### src/rtl/rx_edge_bit_timer_pkg.sv
// Shared types and limits for the oversampling RX bit timer.
package rx_timer_pkg;

  typedef enum logic [1:0] {
    IDLE = 2'd0,
    RUN  = 2'd1,
    HOLD = 2'd2
  } state_t;

  localparam int MIN_PRESCALE   = 4;
  localparam int MIN_FRAME_BITS = 1;

endpackage

### src/rtl/rx_sample_strobe_gen.sv
// Registered bit-centre sampling strobe; the RX_EDGE_TIMER_MAJ3_EN macro selects
// three strobes around the centre (majority voting) instead of a single one.
module rx_sample_strobe_gen #(
  parameter int PRESC_W = 6
) (
  input  logic               CLK,
  input  logic               RST,
  input  logic               run_n,
  input  logic [PRESC_W-1:0] edge_n,
  input  logic [PRESC_W-1:0] presc_n,
  output logic               sample_stb
);

  logic [PRESC_W-1:0] mid;
  logic               hit;

  assign mid = presc_n >> 1;

  // Compare against the next-cycle counter so the registered strobe lines up with edge_cnt.
  always_comb begin
    hit = 1'b0;
`ifdef RX_EDGE_TIMER_MAJ3_EN
    hit = (edge_n == mid - PRESC_W'(1)) || (edge_n == mid) || (edge_n == mid + PRESC_W'(1));
`else
    hit = (edge_n == mid);
`endif
  end

  always_ff @(posedge CLK) begin
    if (RST) begin
      sample_stb <= 1'b0;
    end else begin
      sample_stb <= run_n && hit;
    end
  end

endmodule

### src/rtl/rx_edge_bit_timer.sv
// Edge/bit/frame timer for UART-style RX oversampling.
// Optional macro RX_EDGE_TIMER_MAJ3_EN (in rx_sample_strobe_gen) gives 3 strobes per bit.
module rx_edge_bit_timer
  import rx_timer_pkg::*;
#(
  parameter int PRESC_W = 6,
  parameter int BIT_W   = 4
) (
  input  logic               CLK,
  input  logic               RST,
  input  logic               enable,
  input  logic [PRESC_W-1:0] prescale,
  input  logic [BIT_W-1:0]   frame_bits,
  output logic [PRESC_W-1:0] edge_cnt,
  output logic [BIT_W-1:0]   bit_cnt,
  output logic               sample_stb,
  output logic               bit_done,
  output logic               frame_done,
  output logic               busy
);

  localparam logic [PRESC_W-1:0] PRESC_MIN = PRESC_W'(MIN_PRESCALE);
  localparam logic [BIT_W-1:0]   BITS_MIN  = BIT_W'(MIN_FRAME_BITS);

  state_t             state, state_n;
  logic [PRESC_W-1:0] presc_q, presc_n, edge_n;
  logic [BIT_W-1:0]   bits_q, bits_n, bit_n;
  logic               last_edge, last_bit, run_n;

  assign last_edge = (edge_cnt == presc_q - PRESC_W'(1));
  assign last_bit  = (bit_cnt == bits_q - BIT_W'(1));
  assign run_n     = (state_n == RUN);
  assign busy      = (state == RUN);

  always_comb begin
    state_n = state;
    presc_n = presc_q;
    bits_n  = bits_q;
    edge_n  = edge_cnt;
    bit_n   = bit_cnt;
    if (!enable) begin
      state_n = IDLE;
      edge_n  = '0;
      bit_n   = '0;
    end else begin
      case (state)
        IDLE: begin
          state_n = RUN;
          presc_n = (prescale < PRESC_MIN) ? PRESC_MIN : prescale;
          bits_n  = (frame_bits < BITS_MIN) ? BITS_MIN : frame_bits;
          edge_n  = '0;
          bit_n   = '0;
        end
        RUN: begin
          if (last_edge) begin
            edge_n = '0;
            if (last_bit) begin
              bit_n   = '0;
              state_n = HOLD;
            end else begin
              bit_n = bit_cnt + BIT_W'(1);
            end
          end else begin
            edge_n = edge_cnt + PRESC_W'(1);
          end
        end
        HOLD: begin
          edge_n = '0;
          bit_n  = '0;
        end
        default: begin
          state_n = IDLE;
          edge_n  = '0;
          bit_n   = '0;
        end
      endcase
    end
  end

  // Pulses are computed from next-cycle values so they coincide with the counters they describe.
  always_ff @(posedge CLK) begin
    if (RST) begin
      state      <= IDLE;
      presc_q    <= PRESC_MIN;
      bits_q     <= BITS_MIN;
      edge_cnt   <= '0;
      bit_cnt    <= '0;
      bit_done   <= 1'b0;
      frame_done <= 1'b0;
    end else begin
      state      <= state_n;
      presc_q    <= presc_n;
      bits_q     <= bits_n;
      edge_cnt   <= edge_n;
      bit_cnt    <= bit_n;
      bit_done   <= run_n && (edge_n == presc_n - PRESC_W'(1));
      frame_done <= run_n && (edge_n == presc_n - PRESC_W'(1)) && (bit_n == bits_n - BIT_W'(1));
    end
  end

  rx_sample_strobe_gen #(
    .PRESC_W(PRESC_W)
  ) u_strobe (
    .CLK       (CLK),
    .RST       (RST),
    .run_n     (run_n),
    .edge_n    (edge_n),
    .presc_n   (presc_n),
    .sample_stb(sample_stb)
  );

endmodule

### config.mk
export PLATFORM = sky130hd
export DESIGN_NAME = rx_edge_bit_timer
export DESIGN_NICKNAME = d
export VERILOG_FILES = /design/src/rtl/rx_edge_bit_timer_pkg.sv /design/src/rtl/rx_sample_strobe_gen.sv /design/src/rtl/rx_edge_bit_timer.sv
export SDC_FILE = /design/constraint.sdc
export NUM_CORES = 1
export LEC_CHECK = 0
export ABC_AREA = 0
export BUFFER_PORTS_ARGS = -buffer_cell sky130_fd_sc_hd__buf_2
export CORE_MARGIN = 5
export CORE_UTILIZATION = 45
export DETAILED_ROUTE_END_ITERATION = 16
export PLACE_DENSITY_LB_ADDON = 0.05
export RECOVER_POWER = 25
export SLEW_MARGIN = 20
export SYNTH_ARGS = -nofsm -noshare
export SYNTH_HDL_FRONTEND = slang
export SYNTH_SLANG_ARGS = --single-unit
### constraint.sdc
create_clock -name CLK -period 3.7 [get_ports CLK]
set_clock_uncertainty 0.1 [all_clocks]
set_input_delay 0.185 -clock CLK [delete_from_list [all_inputs] [get_ports CLK]]
set_output_delay 0.185 -clock CLK [all_outputs]
set_load 0.005 [all_outputs]
=== After elaboration in Yosys (flattened, before gate mapping) ===
Index checks and enable logic that the tools add are counted.
W data, S select, Z words.

* Register bits: 25
* Input bits: 13
* Output and inout port bits: 14
* Logic and storage cells: 45

* Add/sub/neg operators: 6
* Order comparisons: 2
* Eq/ne operators: 8
* Multiplexer cells: 17
* Reductions and logical operators: 4

{| class="wikitable"
|+ Operators by type and width
! kind !! count
|-
| $mux W6 || 6
|-
| $mux W4 || 7
|-
| $eq A6 B6 Y1 || 2
|-
| $sub A6 B1 Y6 const B || 2
|-
| $eq A4 B4 Y1 || 2
|-
| $sub A4 B1 Y4 const B || 2
|-
| $add A6 B1 Y6 const B || 1
|-
| $eq A6 B5 Y1 || 1
|-
| $lt A6 B3 Y1 const B || 1
|-
| $mux W2 || 3
|-
| $pmux W2 S3 || 1
|-
| $add A4 B1 Y4 const B || 1
|-
| $eq A2 B1 Y1 const B || 2
|-
| $lt A4 B1 Y1 const B || 1
|-
| $logic_and A1 B1 Y1 || 3
|-
| $eq A2 B2 Y1 const B || 1
|-
| $logic_not A2 Y1 || 1
|}

=== Depth between registers and ports, before layout ===
* Depth after elaboration: 9
* Mapped depth: 11
* Mapped depth without buffers: 10

=== Modules after synthesis ===
A second synthesis with hierarchy kept.

* Cell total of the unflattened synthesis: 242
* Area total of the unflattened synthesis: 1846.8 µm²

{| class="wikitable"
|+ By module, submodules not included
! module !! instances !! cells an instance !! area an instance (µm²) !! sequential area each (µm²)
|-
| rx_edge_bit_timer || 1 || 233 || 1759.2 || 480.5
|-
| rx_sample_strobe_gen || 1 || 9 || 87.6 || 20.0
|}

=== Worst setup path before layout ===
No wires, ideal clock.

* Kind: reg2reg
* Start point: register presc_q[0]
* End point: register frame_done
* Setup time: 118 ps
* Arrival time: 2202 ps
* Data required time: 3482 ps
* Setup slack: 1281 ps
* Cell stages (with the launch flop): 11
* Buffers on the path: 1
* Period minus slack after synthesis: 2419 ps
* Cells stage by stage: dfxtp_1 inv_1 ha_1 xor2_1 o2111ai_2 or2_0 buf_2 o31ai_2 nor3_1 o21a_1 o2111a_1

* Word-level cells in the longest chain between the ends: 8
* Elaborated cells on any way between the ends: 19
* Those cells by class: 2 x add/sub; 4 x eq/ne; 11 x mux; 2 x reduce/logical

{| class="wikitable"
|+ RTL lines
! item !! line !! text
|-
| from (decl) || rx_edge_bit_timer.sv:26 || <nowiki>logic [PRESC_W-1:0] presc_q, presc_n, edge_n;</nowiki>
|-
| from (signal assigned) || rx_edge_bit_timer.sv:92 || <nowiki>presc_q <= presc_n;</nowiki>
|-
| $sub A6 B1 Y6 || rx_edge_bit_timer.sv:30 || <nowiki>assign last_edge = (edge_cnt == presc_q - PRESC_W'(1));</nowiki>
|-
| $eq A6 B6 Y1 || rx_edge_bit_timer.sv:30 ||
|-
| $mux W2 or $mux W6 (tied branches) || rx_edge_bit_timer.sv:55 || <nowiki>if (last_edge) begin</nowiki>
|-
| $pmux W2 S3 or $mux W6 (tied branches) || rx_edge_bit_timer.sv:46 || <nowiki>case (state)</nowiki>
|-
| $mux W2 or $mux W6 (tied branches) || rx_edge_bit_timer.sv:41 || <nowiki>if (!enable) begin</nowiki>
|-
| $eq A2 B1 Y1 or $eq A6 B6 Y1 (tied branches) || rx_edge_bit_timer.sv:32, rx_edge_bit_timer.sv:97 ||
|-
| $logic_and A1 B1 Y1 || rx_edge_bit_timer.sv:97 || <nowiki>frame_done <= run_n && (edge_n == presc_n - PRESC_W'(1)) && (bit_n == bits_n - BIT_W'(1));</nowiki>
|-
| $logic_and A1 B1 Y1 (*) || rx_edge_bit_timer.sv:97 ||
|-
| to (signal assigned) || rx_edge_bit_timer.sv:97 ||
|-
| to (decl) || rx_edge_bit_timer.sv:18 || <nowiki>output logic frame_done,</nowiki>
|}

Every way passes the cells marked *; elsewhere a longest branch is shown, timed or not.
A chain may end at the register's enable or synchronous reset.

=== Final worst setup path ===
* Start point: register state[1]
* End point: register frame_done

* Word-level cells in the longest chain between the ends: 7
* Elaborated cells on any way between the ends: 22
* Those cells by class: 2 x add/sub; 5 x eq/ne; 12 x mux; 3 x reduce/logical

{| class="wikitable"
|+ RTL lines
! item !! line !! text
|-
| from (decl) || rx_edge_bit_timer.sv:25 || <nowiki>state_t state, state_n;</nowiki>
|-
| from (signal assigned) || rx_edge_bit_timer.sv:91 || <nowiki>state <= state_n;</nowiki>
|-
| $logic_not A2 Y1 or $mux W2 (tied branches) || rx_edge_bit_timer.sv:46, rx_edge_bit_timer.sv:57 ||
|-
| $mux W6 or $mux W2 (tied branches) || rx_edge_bit_timer.sv:46, rx_edge_bit_timer.sv:55 ||
|-
| $mux W6 or $pmux W2 S3 (tied branches) || rx_edge_bit_timer.sv:41, rx_edge_bit_timer.sv:46 ||
|-
| $sub A6 B1 Y6 or $mux W2 (tied branches) || rx_edge_bit_timer.sv:97, rx_edge_bit_timer.sv:41 ||
|-
| $eq A6 B6 Y1 or $eq A2 B1 Y1 (tied branches) || rx_edge_bit_timer.sv:97, rx_edge_bit_timer.sv:32 ||
|-
| $logic_and A1 B1 Y1 || rx_edge_bit_timer.sv:97 ||
|-
| $logic_and A1 B1 Y1 (*) || rx_edge_bit_timer.sv:97 ||
|}

Marked as above.

==> impl_metrics.tcl <==
set metrics [dict create \
    nNetsFinal 255 \
    p_int_mw 0.413 \
    rsz0062_at_grt "false" \
    hold_class "input pin to flop" \
    synth_top_family_by_area "simple AND/OR/NAND/NOR gates" \
    syn_avg_cell_area_um2 8.59 \
    cts-resized-gates 0 \
    drc 0 \
    initial_core_util_pct 46.3 \
    crit_arrival_ps 3020 \
    critical_path.startpoint_type "flop" \
    crit_fanout 10 \
    seq_area_frac_synth_pct 27.2 \
    power_switching_share_pct 31.8 \
    path_clk_slew_ps 100 \
    synth_xor_xnor_area_share_pct 14.8 \
    grt_max_degree 21 \
    cts_sinks 25 \
    finalSetupViolCount 0 \
    hold_buffers 0 \
    synth_fa_ha_area_share_pct 4.08 \
    cts_setup_buffers 0 \
    p_per_area_nw_per_um2 300 \
    ctsHtreeMaxLevel 1 \
    hold_ws_ps 101 \
    hpwl_um 3520 \
    tns_ps 0 \
    ant_nets 0 \
    critical_path_class "flop to flop" \
    num_rows 23 \
    synth_area_leader_cell "dfxtp_1" \
    p_clk_share_pct 27.8 \
    dr.pass1.iters 4 \
    finalWirelength_um 4720 \
    num_vias 1690 \
    io_buffers 26 \
    grt_pass1_vias 1559 \
    drive_gt1_share_pct 16.2 \
    synthesis.area_um2 1840 \
    cts_root_buf "clkbuf_8" \
    period_needed_ps 2890 \
    die_y_um 73.9 \
    status "finished clean" \
    core_area_um2 3970 \
    seq_area_um2 500 \
    gp_congestion 0.858 \
    hold_viol 0 \
    ioPinCount 27 \
    seqPwrFrac_pct 47.6 \
    n_antenna_cell 0 \
    required_ps 3830 \
    synth_nets 233 \
    grt_overflow 0 \
    synth_compound_area_share_pct 18.2 \
    die_area_um2 5470 \
    detail_route.vias_per_cell 5.93 \
    synthArstFlopShare_pct 0 \
    multi_input_area_um2 1260 \
    p_total_mw 0.605 \
    peakVddDrop_mv 0.128 \
    worst_slack_ps 808 \
    track_usage_pct 18.2 \
    netlist_instances 214 \
    die_x_um 73.9 \
    end_kind "flop" \
    yosysWarnings 0 \
    ys_ff_latch 25 \
    p_leak_nw 0.729 \
    numCtsBuffers 3 \
    rrSetupSlack_ps 810 \
    cap_violations 0 \
    switchingPower_mw 0.192 \
    slew_viol_final 0 \
    drtIter0Drc 158 \
    synth_cell_types 53 \
    pwr-share-comb_pct 24.6 \
    synth_simple_gate_area_share_pct 25.7 \
    yosys-top-cells-area "dfxtp_1, xnor2_1, nor3_1" \
    synth_edf_count 0 \
    cts_buffer_depth 2 \
    maxSlewHeadroom_pct 43.4 \
    antenna_found_initial 0 \
    cts_tree "yes" \
    place_ws_ps 874 \
    period_share_pct 78.2 \
    synth_top_area_share_pct 27.2 \
    grt_pass1_wl_um 7810 \
    tightest_slew_ps 842 \
    wl_per_cell_um 16.6 \
    area_delta_synth_final_pct 9.73 \
    fillerInstances 385 \
    post-route-util_pct 50.8 \
    yosys-mux-area-fraction_pct 5.78 \
    synth-main-ff-cell "dfxtp_1" \
    insertion_delay_ps 280 \
    max_freq_mhz 346 \
]
==> per-stage QoR <==
step           std cells  area, um2
2_1_floorplan        214       1840
6_report             285       2020
4_1_cts              285       2030
3_3_place_gp         281       1980
5_1_grt              285       2020
3_5_place_dp         281       1980
==> layer usage <==
layer / vias to the layer above / track usage [%] / share of wire (%) / wire length [um]
li1: 816 / - / - / -
met1: 808 / 27.1 / 49 / 2290
met2: 60 / 26.5 / 44 / 2080
met3: 6 / 2.97 / 6.2 / 295
met4: 0 / 6.04 / 0.97 / 46
met5: - / 0 / 0 / 0
==> cells by family (layout without fill, tap and decap cells) <==
family | after synthesis | after routing
fa+ha+maj | 6 | 6
mux | 8 | 8
xor+xnor | 31 | 31
simple gates | 86 | 86
compound gates | 42 | 42
buf+inv | 16 | 37
flops | 25 | 25
==> final timing paths <==
kind | startpoint | to | cells past startpoint
min | enable | state[1] | 2
min reg2reg | bits_q[3] | bits_q[3] | 2
max reg2reg | state[1] | frame_done | 7
max | state[1] | frame_done | 7
==> synth_stat cells (5+ instances only) <==
cell type / count
nand2b_1: 5
nor3_1: 18
mux2i_1: 5
clkbuf_1: 5
nand2_1: 11
xor2_1: 10
nand3_1: 6
dfxtp_1: 25
ha_1: 6
nor2_1: 17
inv_1: 7
xnor2_1: 21
o211ai_1: 7
a21oi_1: 5
==> state kept, by name, summed over array words and instances, names as in the netlist <==
| signal | cells |
|---|---|
| bit_cnt | 4 |
| edge_cnt | 6 |
| u_strobe.sample_stb | 1 |
| bits_q | 4 |
| frame_done | 1 |
| bit_done | 1 |
| state | 2 |
| presc_q | 6 |
==> layout by cell type (no fill, tap or decap), drive strengths merged, types with 2 or more instances in the layout <==
cell type	count
nor3b	3
nor2	18
and3b	2
nor4	6
or3b	2
o21a	3
nor2b	2
nand3	6
xnor2	21
nand2b	5
nor3	18
dfxtp	25
o31ai	4
a211oi	2
inv	7
clkbuf	9
a31oi	3
and3	2
buf	20
a21oi	5
nand3b	2
nand2	11
or3	3
o211ai	7
ha	6
mux2i	7
o41ai	3
and2	4
o21ai	6
xor2	10
==> critical path, cell delays in order (launching register included) <==
cell      delay, ps
dfxtp_1         380
or3b_1          680
a21oi_1         520
ha_1            320
nand3_1          80
or3_1           350
a211oi_2        220
o2111a_1        190
==> power groups by stage <==
stage / sequential, mW / combinational, mW / clock, mW
after floorplan: 0.290 / 0.114 / 0
final: 0.288 / 0.149 / 0.168
after CTS: 0.288 / 0.147 / 0.171
after global placement: 0.294 / 0.143 / 0
after global routing: 0.289 / 0.164 / 0.182
after detailed placement: 0.294 / 0.146 / 0
==> area by class of cell <==
| type | instances | share of cell area (%) |
|---|---|---|
| inverter | 7 | 1.30 |
| clock inverter | 1 | 0.248 |
| sequential | 25 | 24.8 |
| tap | 50 | 3.10 |
| multi-input combinational | 173 | 62.5 |
| clock buffer | 3 | 2.05 |
| timing repair buffer | 26 | 6.01 |
No activity file was read; power rests on OpenSTA's default activity.
